==> src/rtl/serial_pattern_tx.sv <==
// serial_pattern_tx
// -----------------------------------------------------------------------------
// Serial bit-stream transmitter. It accepts a pattern word, a bit length and a
// repeat count through a valid/ready request. It then shifts the pattern out
// MSB-first, one bit per clock, and inserts GAP idle cycles between copies.
// It drives the single-bit serial input of the Mealy sequence detectors.
//
// Optional feature (macro SERIAL_PATTERN_TX_MATCH_EN):
//   Adds an internal overlapping 1,1,0 detector on the transmitted stream and
//   a saturating match_cnt output.
//
// Ports:
//   clk        in   1            system clock, rising edge
//   reset      in   1            synchronous, active-high reset
//   req_valid  in   1            request present
//   req_ready  out  1            block can accept a request (registered)
//   pat        in   W            pattern; bits [pat_len-1:0] sent MSB-first
//   pat_len    in   LEN_W        bits per copy (0 or >W means W)
//   rep        in   CNT_W        number of copies (0 means 1)
//   x_out      out  1            serial data bit, 0 whenever x_valid=0
//   x_valid    out  1            x_out carries a pattern bit this cycle
//   busy       out  1            transmission in progress
//   done       out  1            one-cycle pulse after the final bit
//   match_cnt  out  CNT_W+LEN_W  1,1,0 occurrences (only with the macro)
// -----------------------------------------------------------------------------
module serial_pattern_tx #(
  parameter int W     = 8,
  parameter int LEN_W = 4,
  parameter int CNT_W = 4,
  parameter int GAP   = 1
) (
  input  logic             clk,
  input  logic             reset,
  input  logic             req_valid,
  output logic             req_ready,
  input  logic [W-1:0]     pat,
  input  logic [LEN_W-1:0] pat_len,
  input  logic [CNT_W-1:0] rep,
  output logic             x_out,
  output logic             x_valid,
  output logic             busy,
  output logic             done
`ifdef SERIAL_PATTERN_TX_MATCH_EN
  ,
  output logic [CNT_W+LEN_W-1:0] match_cnt
`endif
);

  // The gap counter needs at least one bit, even when GAP is 0 or 1.
  localparam int GAP_W = (GAP < 2) ? 1 : $clog2(GAP);
  localparam bit HAS_GAP = (GAP > 0);

  typedef enum logic [1:0] {
    ST_IDLE  = 2'd0,
    ST_SHIFT = 2'd1,
    ST_GAP   = 2'd2
  } state_t;

  state_t           state_q, state_d;
  logic [W-1:0]     pat_q, pat_d;
  logic [LEN_W-1:0] len_q, len_d;
  logic [CNT_W-1:0] rep_q, rep_d;
  logic [LEN_W-1:0] bit_q, bit_d;     // index of the bit currently on x_out
  logic [CNT_W-1:0] copy_q, copy_d;   // copies completed before the current one
  logic [GAP_W-1:0] gap_q, gap_d;
  logic             x_out_q, x_out_d;
  logic             x_valid_q, x_valid_d;
  logic             busy_q, busy_d;
  logic             done_q, done_d;
  logic             ready_q, ready_d;

  logic             accept_s;
  logic [LEN_W-1:0] len_norm_s;
  logic [CNT_W-1:0] rep_norm_s;

  // Select bit idx of v. Indices outside the vector return 0.
  function automatic logic get_bit(input logic [W-1:0] v, input logic [LEN_W-1:0] idx);
    logic b;
    b = 1'b0;
    for (int i = 0; i < W; i++) begin
      b = b | (v[i] & (idx == LEN_W'(i)));
    end
    return b;
  endfunction

  assign accept_s   = req_valid & ready_q;
  assign len_norm_s = ((pat_len == {LEN_W{1'b0}}) || (pat_len > LEN_W'(W))) ? LEN_W'(W) : pat_len;
  assign rep_norm_s = (rep == {CNT_W{1'b0}}) ? CNT_W'(1) : rep;

  // Next-state and next-output logic for the transmit FSM.
  always_comb begin
    state_d   = state_q;
    pat_d     = pat_q;
    len_d     = len_q;
    rep_d     = rep_q;
    bit_d     = bit_q;
    copy_d    = copy_q;
    gap_d     = gap_q;
    x_out_d   = 1'b0;
    x_valid_d = 1'b0;
    busy_d    = 1'b0;
    done_d    = 1'b0;
    ready_d   = 1'b0;

    case (state_q)
      ST_IDLE: begin
        if (accept_s) begin
          pat_d     = pat;
          len_d     = len_norm_s;
          rep_d     = rep_norm_s;
          bit_d     = len_norm_s - LEN_W'(1);
          copy_d    = {CNT_W{1'b0}};
          gap_d     = {GAP_W{1'b0}};
          x_valid_d = 1'b1;
          x_out_d   = get_bit(pat, len_norm_s - LEN_W'(1));
          busy_d    = 1'b1;
          state_d   = ST_SHIFT;
        end else begin
          ready_d = 1'b1;
        end
      end

      ST_SHIFT: begin
        if (bit_q != {LEN_W{1'b0}}) begin
          bit_d     = bit_q - LEN_W'(1);
          x_valid_d = 1'b1;
          x_out_d   = get_bit(pat_q, bit_q - LEN_W'(1));
          busy_d    = 1'b1;
        end else if (copy_q != (rep_q - CNT_W'(1))) begin
          copy_d = copy_q + CNT_W'(1);
          busy_d = 1'b1;
          if (HAS_GAP) begin
            gap_d   = {GAP_W{1'b0}};
            state_d = ST_GAP;
          end else begin
            // Back-to-back copies: restart at the MSB without an idle cycle.
            bit_d     = len_q - LEN_W'(1);
            x_valid_d = 1'b1;
            x_out_d   = get_bit(pat_q, len_q - LEN_W'(1));
          end
        end else begin
          done_d  = 1'b1;
          ready_d = 1'b1;
          state_d = ST_IDLE;
        end
      end

      ST_GAP: begin
        busy_d = 1'b1;
        if (gap_q == GAP_W'(GAP - 1)) begin
          bit_d     = len_q - LEN_W'(1);
          x_valid_d = 1'b1;
          x_out_d   = get_bit(pat_q, len_q - LEN_W'(1));
          state_d   = ST_SHIFT;
        end else begin
          gap_d = gap_q + GAP_W'(1);
        end
      end

      default: begin
        ready_d = 1'b1;
        state_d = ST_IDLE;
      end
    endcase
  end

  // State, latched request fields and registered outputs.
  always_ff @(posedge clk) begin
    if (reset) begin
      state_q   <= ST_IDLE;
      pat_q     <= {W{1'b0}};
      len_q     <= {LEN_W{1'b0}};
      rep_q     <= {CNT_W{1'b0}};
      bit_q     <= {LEN_W{1'b0}};
      copy_q    <= {CNT_W{1'b0}};
      gap_q     <= {GAP_W{1'b0}};
      x_out_q   <= 1'b0;
      x_valid_q <= 1'b0;
      busy_q    <= 1'b0;
      done_q    <= 1'b0;
      ready_q   <= 1'b1;
    end else begin
      state_q   <= state_d;
      pat_q     <= pat_d;
      len_q     <= len_d;
      rep_q     <= rep_d;
      bit_q     <= bit_d;
      copy_q    <= copy_d;
      gap_q     <= gap_d;
      x_out_q   <= x_out_d;
      x_valid_q <= x_valid_d;
      busy_q    <= busy_d;
      done_q    <= done_d;
      ready_q   <= ready_d;
    end
  end

  assign x_out     = x_out_q;
  assign x_valid   = x_valid_q;
  assign busy      = busy_q;
  assign done      = done_q;
  assign req_ready = ready_q;

`ifdef SERIAL_PATTERN_TX_MATCH_EN
  typedef enum logic [1:0] {
    DET_S0  = 2'd0,   // no useful prefix
    DET_S1  = 2'd1,   // seen 1
    DET_S11 = 2'd2    // seen 1,1 (stays here on further 1s)
  } det_t;

  localparam logic [CNT_W+LEN_W-1:0] CNT_MAX = {(CNT_W+LEN_W){1'b1}};

  det_t                   det_q, det_d;
  logic [CNT_W+LEN_W-1:0] cnt_q, cnt_d;

  // Detector next state: it observes the registered serial output and
  // ignores gap cycles.
  always_comb begin
    det_d = det_q;
    cnt_d = cnt_q;
    if ((state_q == ST_IDLE) && accept_s) begin
      det_d = DET_S0;
      cnt_d = {(CNT_W+LEN_W){1'b0}};
    end else if (x_valid_q) begin
      case (det_q)
        DET_S0:  det_d = x_out_q ? DET_S1 : DET_S0;
        DET_S1:  det_d = x_out_q ? DET_S11 : DET_S0;
        DET_S11: begin
          if (x_out_q) begin
            det_d = DET_S11;
          end else begin
            det_d = DET_S0;
            if (cnt_q != CNT_MAX) begin
              cnt_d = cnt_q + (CNT_W+LEN_W)'(1);
            end else begin
              cnt_d = cnt_q;
            end
          end
        end
        default: det_d = DET_S0;
      endcase
    end else begin
      det_d = det_q;
    end
  end

  // Detector state and saturating match counter.
  always_ff @(posedge clk) begin
    if (reset) begin
      det_q <= DET_S0;
      cnt_q <= {(CNT_W+LEN_W){1'b0}};
    end else begin
      det_q <= det_d;
      cnt_q <= cnt_d;
    end
  end

  assign match_cnt = cnt_q;
`endif

endmodule

==> config.mk <==
export PLATFORM = sky130hd
export DESIGN_NAME = serial_pattern_tx
export DESIGN_NICKNAME = d
export VERILOG_FILES = /design/src/rtl/serial_pattern_tx.sv
export SDC_FILE = /design/constraint.sdc
export NUM_CORES = 1
export LEC_CHECK = 0
export CORE_MARGIN = 2
export CORE_UTILIZATION = 50
export CTS_CLUSTER_DIAMETER = 150
export DETAILED_ROUTE_END_ITERATION = 6
export GPL_TIMING_DRIVEN = 0
export PLACE_DENSITY = 0.78
export SLEW_MARGIN = 25
export SYNTH_ARGS = -nofsm -noshare
export SYNTH_HDL_FRONTEND = slang
export SYNTH_SLANG_ARGS = --single-unit
==> constraint.sdc <==
create_clock -name clk -period 3.7 [get_ports clk]
set_input_delay 0.74 -clock clk [delete_from_list [all_inputs] [get_ports clk]]
set_output_delay 0.74 -clock clk [all_outputs]
set_load 0.02 [all_outputs]
==> results of run 1 <==
worst reg2reg max path: stages (launching register included):
cell and delay [ps]:
dfxtp_1 370, inv_1 160, ha_1 260, nor4bb_1 430, o21bai_1 150, a31oi_2 300
or3b_1 160, o31ai_1 60
where the power goes:
part           switching, µW  leakage [µW]  total (µW)  internal, µW
logic                    363      0.000573         640           277
clock network            128     0.0000505         297           169
registers               69.3      0.000254         474           405
total                    560      0.000878        1410           851
path summary, 6_finish.rpt:
| kind | to | from | slack, ps | cells after the start |
|---|---|---|---|---|
| min reg2reg | rep_q[3] | rep_q[3] | 470 | 2 |
| max reg2reg | copy_q[0] | bit_q[0] | 1690 | 7 |
| min | rep_q[3] | rep_q[3] | 470 | 2 |
| max | x_out | pat_len[3] | 1140 | 9 |
state kept, by name, summed over array words and instances, names as in the netlist, 2 cells and up:
name and cells:
pat_q 8, bit_q 4, copy_q 4, len_q 4
rep_q 4, state_q 2
through the flow:
stage                     power, µW  hold WS (ps)  instance area [µm²]  worst slack [ps]  std cells
final                          1410         473.3                 2260              1145        302
after detailed placement       1112         468.4                 2156             858.5        294
after global routing           1512         508.6                 2260              1018        302
after floorplan               939.8         447.8                 1866              1659        223
after global placement         1104         459.4                 2156             874.7        294
after CTS                      1411         477.6                 2260              1152        302
layout by cell type, fill, tap and decap left out, drive strengths merged, types with 2 or more instances in the layout:
master	netlist	routed
a211oi	3	3
a21o	3	3
a21oi	23	23
a221oi	3	3
a22o	6	6
a22oi	5	5
a31oi	3	3
and3	2	2
buf	2	2
clkbuf	5	12
clkdlybuf4s50	0	23
dfxtp	31	31
ha	22	22
inv	17	17
mux2i	3	3
nand2	29	29
nand2b	4	4
nand3	5	5
nor2	11	11
nor2b	2	2
nor3	14	14
o21ai	5	5
o22ai	2	2
o31ai	2	2
xnor2	6	6
xor2	3	3
layer usage:
layer  vias to the layer above  GRT usage, %  part of all wire [%]
li1                        850             -                     -
met1                       777         26.93                    47
met2                        36         35.57                    48
met3                         7         4.688                   3.3
met4                         0         8.073                   1.7
met5                         -             0                     0
cells by family (layout without fill, tap and decap cells):
family                   count (synthesis)  in the layout  share of synthesized area, %
XOR/XNOR                                10             10                         5.500
multiplexers                             3              3                         1.610
flip-flops                              31             31                         33.27
AND/OR/NAND/NOR                         71             71                         17.91
buffers and inverters                   24             55                         4.896
AO/OA/AOI/OAI                           62             62                         22.07
adder cells (fa/ha/maj)                 22             22                         14.75
final cells by class:
type	count	area, µm²	area share [%]
Clock buffer	7	96.34	4.264
Buffer	7	27.53	1.218
Clock inverter	1	7.507	0.3322
Sequential cell	31	620.6	27.46
Timing Repair Buffer	23	230.2	10.19
Multi-Input combinational cell	168	1154	51.05
Tap cell	48	60.06	2.658
Inverter	17	63.81	2.824
==> impl_metrics.toml, run 1 <==
[timing]
setup-violations-final = 0
hold_viol_final = 0
skew_ps = 5.865
finalCriticalPeriod_ps = 2555
worst_slew_margin_rel_pct = 63.07
rsz0062_at_grt = "no"
max_slew.worst_pin.slew_ps = 549.7
fmax_mhz = 391.3
finalCritPeriodShare_pct = 69.06
tns_ps = 0
drv_slew = 0

[yosys]
syn_area_um2 = 1866
synthCells = 223
synth_common_cells = "31 x dfxtp_1, 29 x nand2_1, 23 x a21oi_1"
ys_ff_latch = 31
yosys-top-cells-area = "dfxtp_1 33%, ha_1 15%, a21oi_1 6.2%, nand2_1 5.8%, nor3_1 3.5%"
yosysTopAreaCellShare_pct = 33.27
seq_area_frac_synth_pct = 33.27
synthFlopType = "dfxtp_1"
avgSynthCellArea_um2 = 8.366
synth_async_sr_flop_share_pct = 0
ys_warn_count = 0
synthesis.nets = 264
synth_edf_count = 0
synth_cell_types = 41
yosysTopAreaCell = "dfxtp_1"
yosysMostFrequentCell = "dfxtp_1"

[power]
p_leak_uw = 0.0008775
peakVddDrop_mv = 0.3035
p_per_area_nw_per_um2 = 624.2

[floorplan]
rows = 22
initial_utilization_pct = 51.34
dieArea_um2 = 4235
die_h_um = 65.08
floorplan.die.width_um = 65.08
coreArea_um2 = 3633
boundaryPins = 24

[clock_tree]
htree_levels = 2
cts-root-buf = "clkbuf_8"
cts_resized = 0
cts_setup_buffers = 0
clock-sinks = 31
clk_pin_slew_ps = 70
clk_path_buf_depth = 2
clk-insertion-delay-late_ps = 280
cts_tree = "built"
numCtsBuffers = 5
hold_buffers = 0

[detailed_routing]
vias_per_cell = 5.530
drtAntennaViolNets = 0
wl_per_cell_um = 13.45
vias = 1670
drtPass1Iterations = 4
drt_iter0_markers = 54
drc = 0
wirelength_um = 4061

[setup_path]
cpPeakStageDelay_ps = 500
cp-start-kind = "input pin"
crit_path_end_kind = "flip-flop"
cp.arrival_ps = 2710
crit_required_ps = 3850
worstSetupPathType = "input pin to flip-flop"
crit_buf_inv = 2
crit_family = "compound AO/OA/AOI/OAI gates"
path_cells = "clkdlybuf4s50_1 > nand2b_1 > inv_1 > ha_1 > a22o_1 > a221oi_1 > mux2i_1 > a32oi_1 > a211oi_1"
slowest_stage = "clkdlybuf4s50_1"
crit_fanout = 6

[global_route]
grt_max_degree = 11
grt_pass1_wl_um = 7031
grt_overflow_total = 0
grt_pass1_vias = 1568
grtUsageTotal_pct = 21.35
antenna_found_initial = 0

[cells_and_area]
final_util_pct = 62.19
drive_gt1_share_pct = 4.724
area_growth_pct = 21.13
nets = 294
nFillCells = 360
antennaDiodeCount = 0

[placement]
dpl.hpwl_um = 3089
port_buffers = 23
gp_congestion = 0.8933

[status]
status = "finished clean"

[worst_hold_path]
hold_class = "flip-flop to flip-flop"

[run]
cap_violations = 0
Power figures use the tool's default switching activity.
==> run 2, diff against run 1 <==
==> constraint.sdc (replaced) <==
create_clock -name clk -period 2.6 [get_ports clk]
set_input_delay 0.52 -clock clk [delete_from_list [all_inputs] [get_ports clk]]
set_output_delay 0.52 -clock clk [all_outputs]
set_load 0.02 [all_outputs]
==> results of run 2 <==
Same layout as run 1 (identical final DEF). Status: finished clean.
Among the figures that moved: setup slack after placement 858.5 ps -> -21.53 ps; setup slack after layout 1145 ps -> 264.7 ps; register-to-register setup slack 1690 ps -> 590 ps; total power 1410 µW -> 2007 µW; worst IR drop on VDD 0.3035 mV -> 0.4319 mV
==> run 3, diff against run 2 <==
--- a/config.mk
+++ b/config.mk
@@ -5,6 +5,7 @@
 export SDC_FILE = /design/constraint.sdc
 export NUM_CORES = 1
 export LEC_CHECK = 0
+export CAP_MARGIN = 25
 export CORE_MARGIN = 2
 export CORE_UTILIZATION = 50
 export CTS_CLUSTER_DIAMETER = 150
==> results of run 3 <==
Same layout as run 1 (identical final DEF). Status: finished clean.
Among the figures that moved: setup slack after placement 858.5 ps -> -21.53 ps; setup slack after layout 1145 ps -> 264.7 ps; register-to-register setup slack 1690 ps -> 590 ps; total power 1410 µW -> 2007 µW; worst IR drop on VDD 0.3035 mV -> 0.4319 mV
